--- config.mk ---
export PLATFORM = sky130hd
export DESIGN_NAME = ewma_filter_mc_flat
export DESIGN_NICKNAME = d
export VERILOG_FILES = /design/src/rtl/ewma_filter_mc_if.sv /design/src/rtl/ewma_filter_mc.sv /design/src/flat_wrapper.sv
export SDC_FILE = /design/constraint.sdc
export NUM_CORES = 1
export LEC_CHECK = 0
export CAP_MARGIN = 20
export CORE_UTILIZATION = 52
export CTS_CLUSTER_SIZE = 30
export DETAILED_ROUTE_END_ITERATION = 8
export PLACE_DENSITY = 0.79
export SLEW_MARGIN = 20
export SYNTH_ARGS = -nofsm -noshare
export SYNTH_HDL_FRONTEND = slang
export SYNTH_SLANG_ARGS = --single-unit
--- constraint.sdc ---
create_clock -name clk -period 9.4 [get_ports clk]
set_input_delay 0.94 -clock clk [delete_from_list [all_inputs] [get_ports clk]]
set_output_delay 0.94 -clock clk [all_outputs]
set_load 0.01 [all_outputs]
--- src/rtl/ewma_filter_mc_if.sv ---
// Sample/result bus of the multi-channel EWMA filter.
//
// Handshake: a sample transfers on a rising clk edge where in_valid and
// in_ready are both high; the source must hold in_ch/in_data/coef/mode
// stable while in_valid is high and must not wait on in_ready before raising
// in_valid. The result side has no backpressure: out_valid is a one-cycle
// pulse and out_ch/out_data hold until the next result. clear is a
// synchronous command that overrides any transfer in the same cycle.
interface ewma_filter_mc_if #(
  parameter int DATA_W   = 16,
  parameter int COEF_W   = 8,
  parameter int CHANNELS = 2
);
  localparam int CH_W = (CHANNELS > 1) ? $clog2(CHANNELS) : 1;

  logic                     in_valid;
  logic                     in_ready;
  logic [CH_W-1:0]          in_ch;
  logic signed [DATA_W-1:0] in_data;
  logic [COEF_W-1:0]        coef;
  logic                     mode;
  logic                     clear;
  logic                     out_valid;
  logic [CH_W-1:0]          out_ch;
  logic signed [DATA_W-1:0] out_data;

  // Sample source / result sink side.
  modport master (
    output in_valid, in_ch, in_data, coef, mode, clear,
    input  in_ready, out_valid, out_ch, out_data
  );

  // Filter side.
  modport slave (
    input  in_valid, in_ch, in_data, coef, mode, clear,
    output in_ready, out_valid, out_ch, out_data
  );
endinterface

--- src/rtl/ewma_filter_mc.sv ---
// Multi-channel single-pole IIR (EWMA) filter: y += k*(x - y), k = coef/2^COEF_W.
// One serial LSB-first shift-add multiplier is shared by all channels; each
// sample takes COEF_W multiply cycles plus one update cycle. Output is either
// the smoothed value (low-pass) or the saturated residual x - y (high-pass).
module ewma_filter_mc #(
  parameter int DATA_W   = 16,
  parameter int COEF_W   = 8,
  parameter int CHANNELS = 2
) (
  input  logic                    clk,
  input  logic                    rst_n,
  ewma_filter_mc_if.slave         s_if,
  output logic [1:0]              o_state
);
  localparam int CH_W  = (CHANNELS > 1) ? $clog2(CHANNELS) : 1;
  localparam int P_W   = DATA_W + COEF_W + 1;
  localparam int CNT_W = $clog2(COEF_W + 1);
  localparam logic [CNT_W-1:0] CNT_LAST = CNT_W'(COEF_W - 1);
  localparam logic signed [DATA_W-1:0] SAT_MAX = {1'b0, {(DATA_W-1){1'b1}}};
  localparam logic signed [DATA_W-1:0] SAT_MIN = {1'b1, {(DATA_W-1){1'b0}}};

  typedef enum logic [1:0] {
    IDLE   = 2'd0,
    MULT   = 2'd1,
    UPDATE = 2'd2
  } state_t;

  state_t r_state;
  state_t w_state_nxt;
  logic   w_in_ready;
  logic   w_accept;

  // Per-channel filter state.
  logic signed [DATA_W-1:0] r_y [CHANNELS];

  // Operation latched at accept.
  logic signed [DATA_W-1:0] r_x;
  logic signed [DATA_W-1:0] r_yprev;
  logic [CH_W-1:0]          r_ch;
  logic                     r_mode;
  logic                     r_ch_ok;

  // Serial multiplier.
  logic signed [P_W-1:0]    r_mcand;
  logic [COEF_W-1:0]        r_mplier;
  logic signed [P_W-1:0]    r_acc;
  logic [CNT_W-1:0]         r_cnt;

  // Result registers.
  logic                     r_out_valid;
  logic [CH_W-1:0]          r_out_ch;
  logic signed [DATA_W-1:0] r_out_data;

  logic signed [DATA_W-1:0] w_y_sel;
  logic                     w_ch_ok;
  logic signed [DATA_W:0]   w_diff;
  logic signed [DATA_W-1:0] w_y_new;
  logic signed [DATA_W:0]   w_hp_wide;
  logic signed [DATA_W-1:0] w_hp_sat;

  assign s_if.in_ready  = w_in_ready;
  assign s_if.out_valid = r_out_valid;
  assign s_if.out_ch    = r_out_ch;
  assign s_if.out_data  = r_out_data;
  assign o_state        = r_state;

  // FSM state register.
  always_ff @(posedge clk or negedge rst_n) begin
    if (!rst_n) r_state <= IDLE;
    else        r_state <= w_state_nxt;
  end

  // Next state and handshake; clear aborts everything and blocks accept.
  always_comb begin
    w_state_nxt = r_state;
    w_in_ready  = 1'b0;
    w_accept    = 1'b0;
    if (s_if.clear) begin
      w_state_nxt = IDLE;
    end else begin
      case (r_state)
        IDLE: begin
          w_in_ready = 1'b1;
          if (s_if.in_valid) begin
            w_accept    = 1'b1;
            w_state_nxt = MULT;
          end
        end
        MULT:    if (r_cnt == CNT_LAST) w_state_nxt = UPDATE;
        UPDATE:  w_state_nxt = IDLE;
        default: w_state_nxt = IDLE;
      endcase
    end
  end

  // Select the addressed channel state; out-of-range channels read as zero.
  always_comb begin
    w_y_sel = '0;
    for (int c = 0; c < CHANNELS; c++) begin
      if (s_if.in_ch == CH_W'(c)) w_y_sel = r_y[c];
    end
  end

  assign w_ch_ok = (int'(s_if.in_ch) < CHANNELS);
  assign w_diff  = {s_if.in_data[DATA_W-1], s_if.in_data} - {w_y_sel[DATA_W-1], w_y_sel};

  // Floor shift of the product; the new value lies between y_prev and x so
  // the DATA_W-bit sum cannot overflow.
  assign w_y_new   = r_yprev + DATA_W'(r_acc >>> COEF_W);
  assign w_hp_wide = {r_x[DATA_W-1], r_x} - {w_y_new[DATA_W-1], w_y_new};

  // Saturate the high-pass residual to the signed DATA_W range.
  always_comb begin
    w_hp_sat = w_hp_wide[DATA_W-1:0];
    if (w_hp_wide[DATA_W] != w_hp_wide[DATA_W-1]) begin
      w_hp_sat = w_hp_wide[DATA_W] ? SAT_MIN : SAT_MAX;
    end
  end

  // Datapath: latch at accept, shift-add during MULT, write back and emit at UPDATE.
  always_ff @(posedge clk or negedge rst_n) begin
    if (!rst_n) begin
      for (int c = 0; c < CHANNELS; c++) r_y[c] <= '0;
      r_x         <= '0;
      r_yprev     <= '0;
      r_ch        <= '0;
      r_mode      <= 1'b0;
      r_ch_ok     <= 1'b0;
      r_mcand     <= '0;
      r_mplier    <= '0;
      r_acc       <= '0;
      r_cnt       <= '0;
      r_out_valid <= 1'b0;
      r_out_ch    <= '0;
      r_out_data  <= '0;
    end else begin
      r_out_valid <= 1'b0;
      if (s_if.clear) begin
        for (int c = 0; c < CHANNELS; c++) r_y[c] <= '0;
      end else begin
        if (w_accept) begin
          r_x      <= s_if.in_data;
          r_ch     <= s_if.in_ch;
          r_mode   <= s_if.mode;
          r_ch_ok  <= w_ch_ok;
          r_yprev  <= w_y_sel;
          r_mcand  <= {{COEF_W{w_diff[DATA_W]}}, w_diff};
          r_mplier <= s_if.coef;
          r_acc    <= '0;
          r_cnt    <= '0;
        end
        if (r_state == MULT) begin
          if (r_mplier[0]) r_acc <= r_acc + r_mcand;
          r_mcand  <= r_mcand <<< 1;
          r_mplier <= r_mplier >> 1;
          r_cnt    <= r_cnt + 1'b1;
        end
        if (r_state == UPDATE && r_ch_ok) begin
          for (int c = 0; c < CHANNELS; c++) begin
            if (r_ch == CH_W'(c)) r_y[c] <= w_y_new;
          end
          r_out_valid <= 1'b1;
          r_out_ch    <= r_ch;
          r_out_data  <= r_mode ? w_hp_sat : w_y_new;
        end
      end
    end
  end
endmodule
--- src/flat_wrapper.sv ---
// flat-port wrapper written by rule: the top's interface ports become plain ports
module ewma_filter_mc_flat 
#(
  parameter int DATA_W   = 16,
  parameter int COEF_W   = 8,
  parameter int CHANNELS = 2
)
  (clk, rst_n, o_state, s_if_in_valid, s_if_in_ch, s_if_in_data, s_if_coef, s_if_mode, s_if_clear, s_if_in_ready, s_if_out_valid, s_if_out_ch, s_if_out_data);
  ewma_filter_mc_if #(.DATA_W(DATA_W), .COEF_W(COEF_W), .CHANNELS(CHANNELS)) s_if_i ();
  input  logic clk;
  input  logic rst_n;
  output logic [1:0] o_state;
  input wire logic [$bits(s_if_i.in_valid)-1:0] s_if_in_valid;
  input wire logic [$bits(s_if_i.in_ch)-1:0] s_if_in_ch;
  input wire logic [$bits(s_if_i.in_data)-1:0] s_if_in_data;
  input wire logic [$bits(s_if_i.coef)-1:0] s_if_coef;
  input wire logic [$bits(s_if_i.mode)-1:0] s_if_mode;
  input wire logic [$bits(s_if_i.clear)-1:0] s_if_clear;
  output wire logic [$bits(s_if_i.in_ready)-1:0] s_if_in_ready;
  output wire logic [$bits(s_if_i.out_valid)-1:0] s_if_out_valid;
  output wire logic [$bits(s_if_i.out_ch)-1:0] s_if_out_ch;
  output wire logic [$bits(s_if_i.out_data)-1:0] s_if_out_data;
  assign s_if_i.in_valid = s_if_in_valid;
  assign s_if_i.in_ch = s_if_in_ch;
  assign s_if_i.in_data = s_if_in_data;
  assign s_if_i.coef = s_if_coef;
  assign s_if_i.mode = s_if_mode;
  assign s_if_i.clear = s_if_clear;
  assign s_if_in_ready = s_if_i.in_ready;
  assign s_if_out_valid = s_if_i.out_valid;
  assign s_if_out_ch = s_if_i.out_ch;
  assign s_if_out_data = s_if_i.out_data;
  ewma_filter_mc #(.DATA_W(DATA_W), .COEF_W(COEF_W), .CHANNELS(CHANNELS)) u_core (.clk(clk), .rst_n(rst_n), .s_if(s_if_i), .o_state(o_state));
endmodule
==> impl_metrics.tcl <==
set metrics [dict create \
    fin_crit_sh 0.5937 \
    synth_compound_area_frac 0.2088 \
    startpoint_type "primary input" \
    vias_per_cell 5.991 \
    clock.fmax_ghz 0.1792 \
    cts_tree "done" \
    setup_viol 0 \
    seqCellArea_um2 3679 \
    grt_max_degree 77 \
    slew_headroom 0.3116 \
    drc 0 \
    dp.cells 1304 \
    power_density_nw_per_um2 268.4 \
    finalHoldViolCount 0 \
    wl_um 23710 \
    synthMuxAreaShare 0.02411 \
    crit_arrival_ns 5.84 \
    cts.sinks 147 \
    slew_viol_final 0 \
    path_clk_slew_ns 0.06 \
    synth_xor_area_frac 0.04401 \
    initial_utilization 0.5341 \
    vias 7998 \
    cts_buffers 17 \
    cts_hold_buf 0 \
    seqPwrFrac 0.295 \
    synth-edff-count 0 \
    antenna_cells 0 \
    gp_congestion 0.8743 \
    nets 1198 \
    num_rows 48 \
    synth_top_family_by_area "compound AO/OA/AOI/OAI gates" \
    tns_ns 0 \
    cp_max_fo 17 \
    ys_types 74 \
    ir_drop_mv 0.1505 \
    worstMarginPinSlew_ns 1.031 \
    dpl.hpwl_um 16650 \
    track_usage 0.2755 \
    clockBufferDepth 2 \
    ant_nets 0 \
    finClkSkew_ns 0.008181 \
    swShare 0.3799 \
    drv_cap 0 \
    dieArea_um2 18300 \
    postPlaceCellArea_um2 9917 \
    final_layout_size_suffix_gt1_frac 0.06306 \
    syn-num-nets 1162 \
    critical_path_class "in -> reg" \
    ys_async_sr_fraction 1.000 \
    cts_root_buf "clkbuf_16" \
    grt_pass1_vias 7718 \
    status "complete, no violations" \
    core_area_um2 17300 \
    io_buffers 50 \
    synthAdderAreaFrac 0.1060 \
    yosys.area_share.simple 0.1827 \
    p_comb_frac 0.433 \
    final_cell_area_um2 10580 \
    yosys_register_bits 147 \
    hold_path_class "reg -> reg" \
    syn-cell-area_um2 9239 \
    netlist_instances 1062 \
    wire_per_inst_um 17.76 \
    syn2layout_area_growth_pct 14.56 \
    yosysWarnings 0 \
    fin_cells 1335 \
    p_leak_uw 0.004910 \
    die_x_um 135.3 \
    post_cts_buffers 0 \
    clock_latency_ns 0.43 \
    p_clk_frac 0.273 \
    dr.pass1.iters 5 \
    drtIter0Drc 728 \
    antenna_found_initial 0 \
    synth_area_leaders "dfrtp_1 (40%), ha_1 (8.9%), nand2_1 (7.6%)" \
    power_uw 2841 \
    holdWs_ns 0.4715 \
    critPathRequiredTime_ns 9.66 \
    grt_pass1_wl_um 38980 \
    endpoint_kind "register" \
    synth_top_area_frac 0.3982 \
    rsz0062_at_grt "no" \
    pin_count 51 \
    die_height_um 135.3 \
    synth_ff_type "dfrtp_1" \
    p_sw_uw 1079 \
    yosys.area.top_type "dfrtp_1" \
    layout_min_cycle_time_ns 5.581 \
    synth.avg_cell_area_um2 8.699 \
    htreeDepth 4 \
    grt_overflow 0 \
    multi_input_area_um2 5236 \
    n_fill_cell 1451 \
    power.internal_uw 1762 \
    yosysSeqAreaShare 0.3982 \
    cts-resized-gates 0 \
]
[layout by cell type, fill, tap and decap left out, drive strengths merged, types with 5 or more instances in the layout]
master / netlist / routed
a22o: 7 / 7
a211oi: 8 / 8
and2: 5 / 5
o21a: 15 / 15
inv: 41 / 41
bufinv: 0 / 6
o21ai: 120 / 120
nor2b: 8 / 8
xnor2: 20 / 20
clkbuf: 38 / 21
a21o: 19 / 19
nor4: 5 / 5
o31ai: 9 / 9
nand2: 188 / 188
a21oi: 69 / 69
nor2: 86 / 86
nor3: 22 / 22
xor2: 22 / 22
nand3: 13 / 13
and3: 15 / 15
dfrtp: 147 / 147
nand2b: 11 / 11
clkdlybuf4s50: 0 / 49
a31oi: 13 / 13
ha: 66 / 66
or2: 6 / 6
maj3: 7 / 7
or3: 11 / 11
mux2i: 20 / 20
a21boi: 5 / 5
buf: 4 / 10
[sequential cells by signal, indices dropped and copies added, names as in the netlist]
signal,count
u_core.r_x,16
u_core.r_acc,24
u_core.r_ch,1
u_core.r_mplier,8
u_core.r_ch_ok,1
u_core.r_mcand,24
u_core.s_if.out_data,16
u_core.r_y,32
u_core.r_mode,1
u_core.s_if.out_ch,1
u_core.r_yprev,16
u_core.o_state,2
u_core.s_if.out_valid,1
u_core.r_cnt,4
[per-layer routing]
| layer | vias up | part of all wire | wire (um) | GRT usage |
|---|---|---|---|---|
| met5 | - | 0 | 0 | 0 |
| met4 | 0 | 0.032 | 753 | 0.1130 |
| met3 | 53 | 0.044 | 1032 | 0.03966 |
| met2 | 249 | 0.48 | 11460 | 0.4553 |
| met1 | 3871 | 0.44 | 10460 | 0.3625 |
| li1 | 3825 | - | - | - |
[power by group through the flow]
stage / combinational (uW) / sequential [uW] / clock (uW)
after global placement: 1160 / 841 / 0
after floorplan: 977 / 803 / 0
final: 1230 / 837 / 774
after detailed placement: 1190 / 845 / 0
after global routing: 1370 / 848 / 805
after CTS: 1210 / 836 / 783
[critical path: stages]
cell	delay [ns]
clkdlybuf4s50_1	1.14
mux2_2	0.45
ha_1	0.22
fa_1	0.39
nor2b_1	0.14
o21ai_0	0.12
a21boi_0	0.23
o21ai_0	0.14
a21boi_0	0.27
o21ai_0	0.15
a21oi_1	0.29
o311a_1	0.27
o221ai_1	0.15
a211oi_1	0.80
a21oi_1	0.15
[cells by family after synthesis]
logic type,count (synthesis)
AOI/OAI and AO/OA,308
xor gates and xnor gates,43
adders and majority gates,77
buffers and inverters,83
DFF,147
muxes,22
and+or+nand+nor,382
[synthesized netlist by cell type, drive strengths merged (11+ instances only)]
master / instances
a21o: 19
o21ai: 120
xnor2: 20
mux2i: 20
xor2: 22
clkbuf: 38
or3: 11
dfrtp: 147
and3: 15
a31oi: 13
nand2b: 11
a21oi: 69
o21a: 15
nand3: 13
nor2: 86
inv: 41
nand2: 188
nor3: 22
ha: 66
[metrics by stage]
stage | setup WS (ns) | utilization
2_1_floorplan | 4.972 | -
3_3_place_gp | 3.623 | 0.5734
3_5_place_dp | 3.474 | 0.5734
4_1_cts | 3.870 | 0.6118
5_1_grt | 3.344 | 0.6119
6_report | 3.819 | 0.6119
[cell type report]
cell class	count	area share
multi-input cells	832	0.4947
flip-flops and latches	147	0.3476
repair buffers	59	0.05379
clock buffers	21	0.04350
well taps	225	0.02660
clock inverters	10	0.01927
inverters	41	0.01454
[path summary, 6_finish.rpt]
check	startpoint	slack, ns	end	cells past startpoint
max	s_if_in_ch	3.82	u_core.r_mcand[18]$_DFFE_PN0P_	15
min	u_core.r_ch_ok$_DFFE_PN0P_	0.47	u_core.r_ch_ok$_DFFE_PN0P_	1
max reg2reg	u_core.r_acc[9]$_DFFE_PN0N_	4.14	u_core.s_if.out_data[10]$_DFFE_PN0P_	18
min reg2reg	u_core.r_ch_ok$_DFFE_PN0P_	0.47	u_core.r_ch_ok$_DFFE_PN0P_	1
max in group asynchronous	rst_n	7.48	u_core.s_if.out_data[11]$_DFFE_PN0P_	2
min in group asynchronous	rst_n	0.53	u_core.r_cnt[0]$_DFFE_PN0P_	1
No activity file was read; power rests on OpenSTA's default activity.
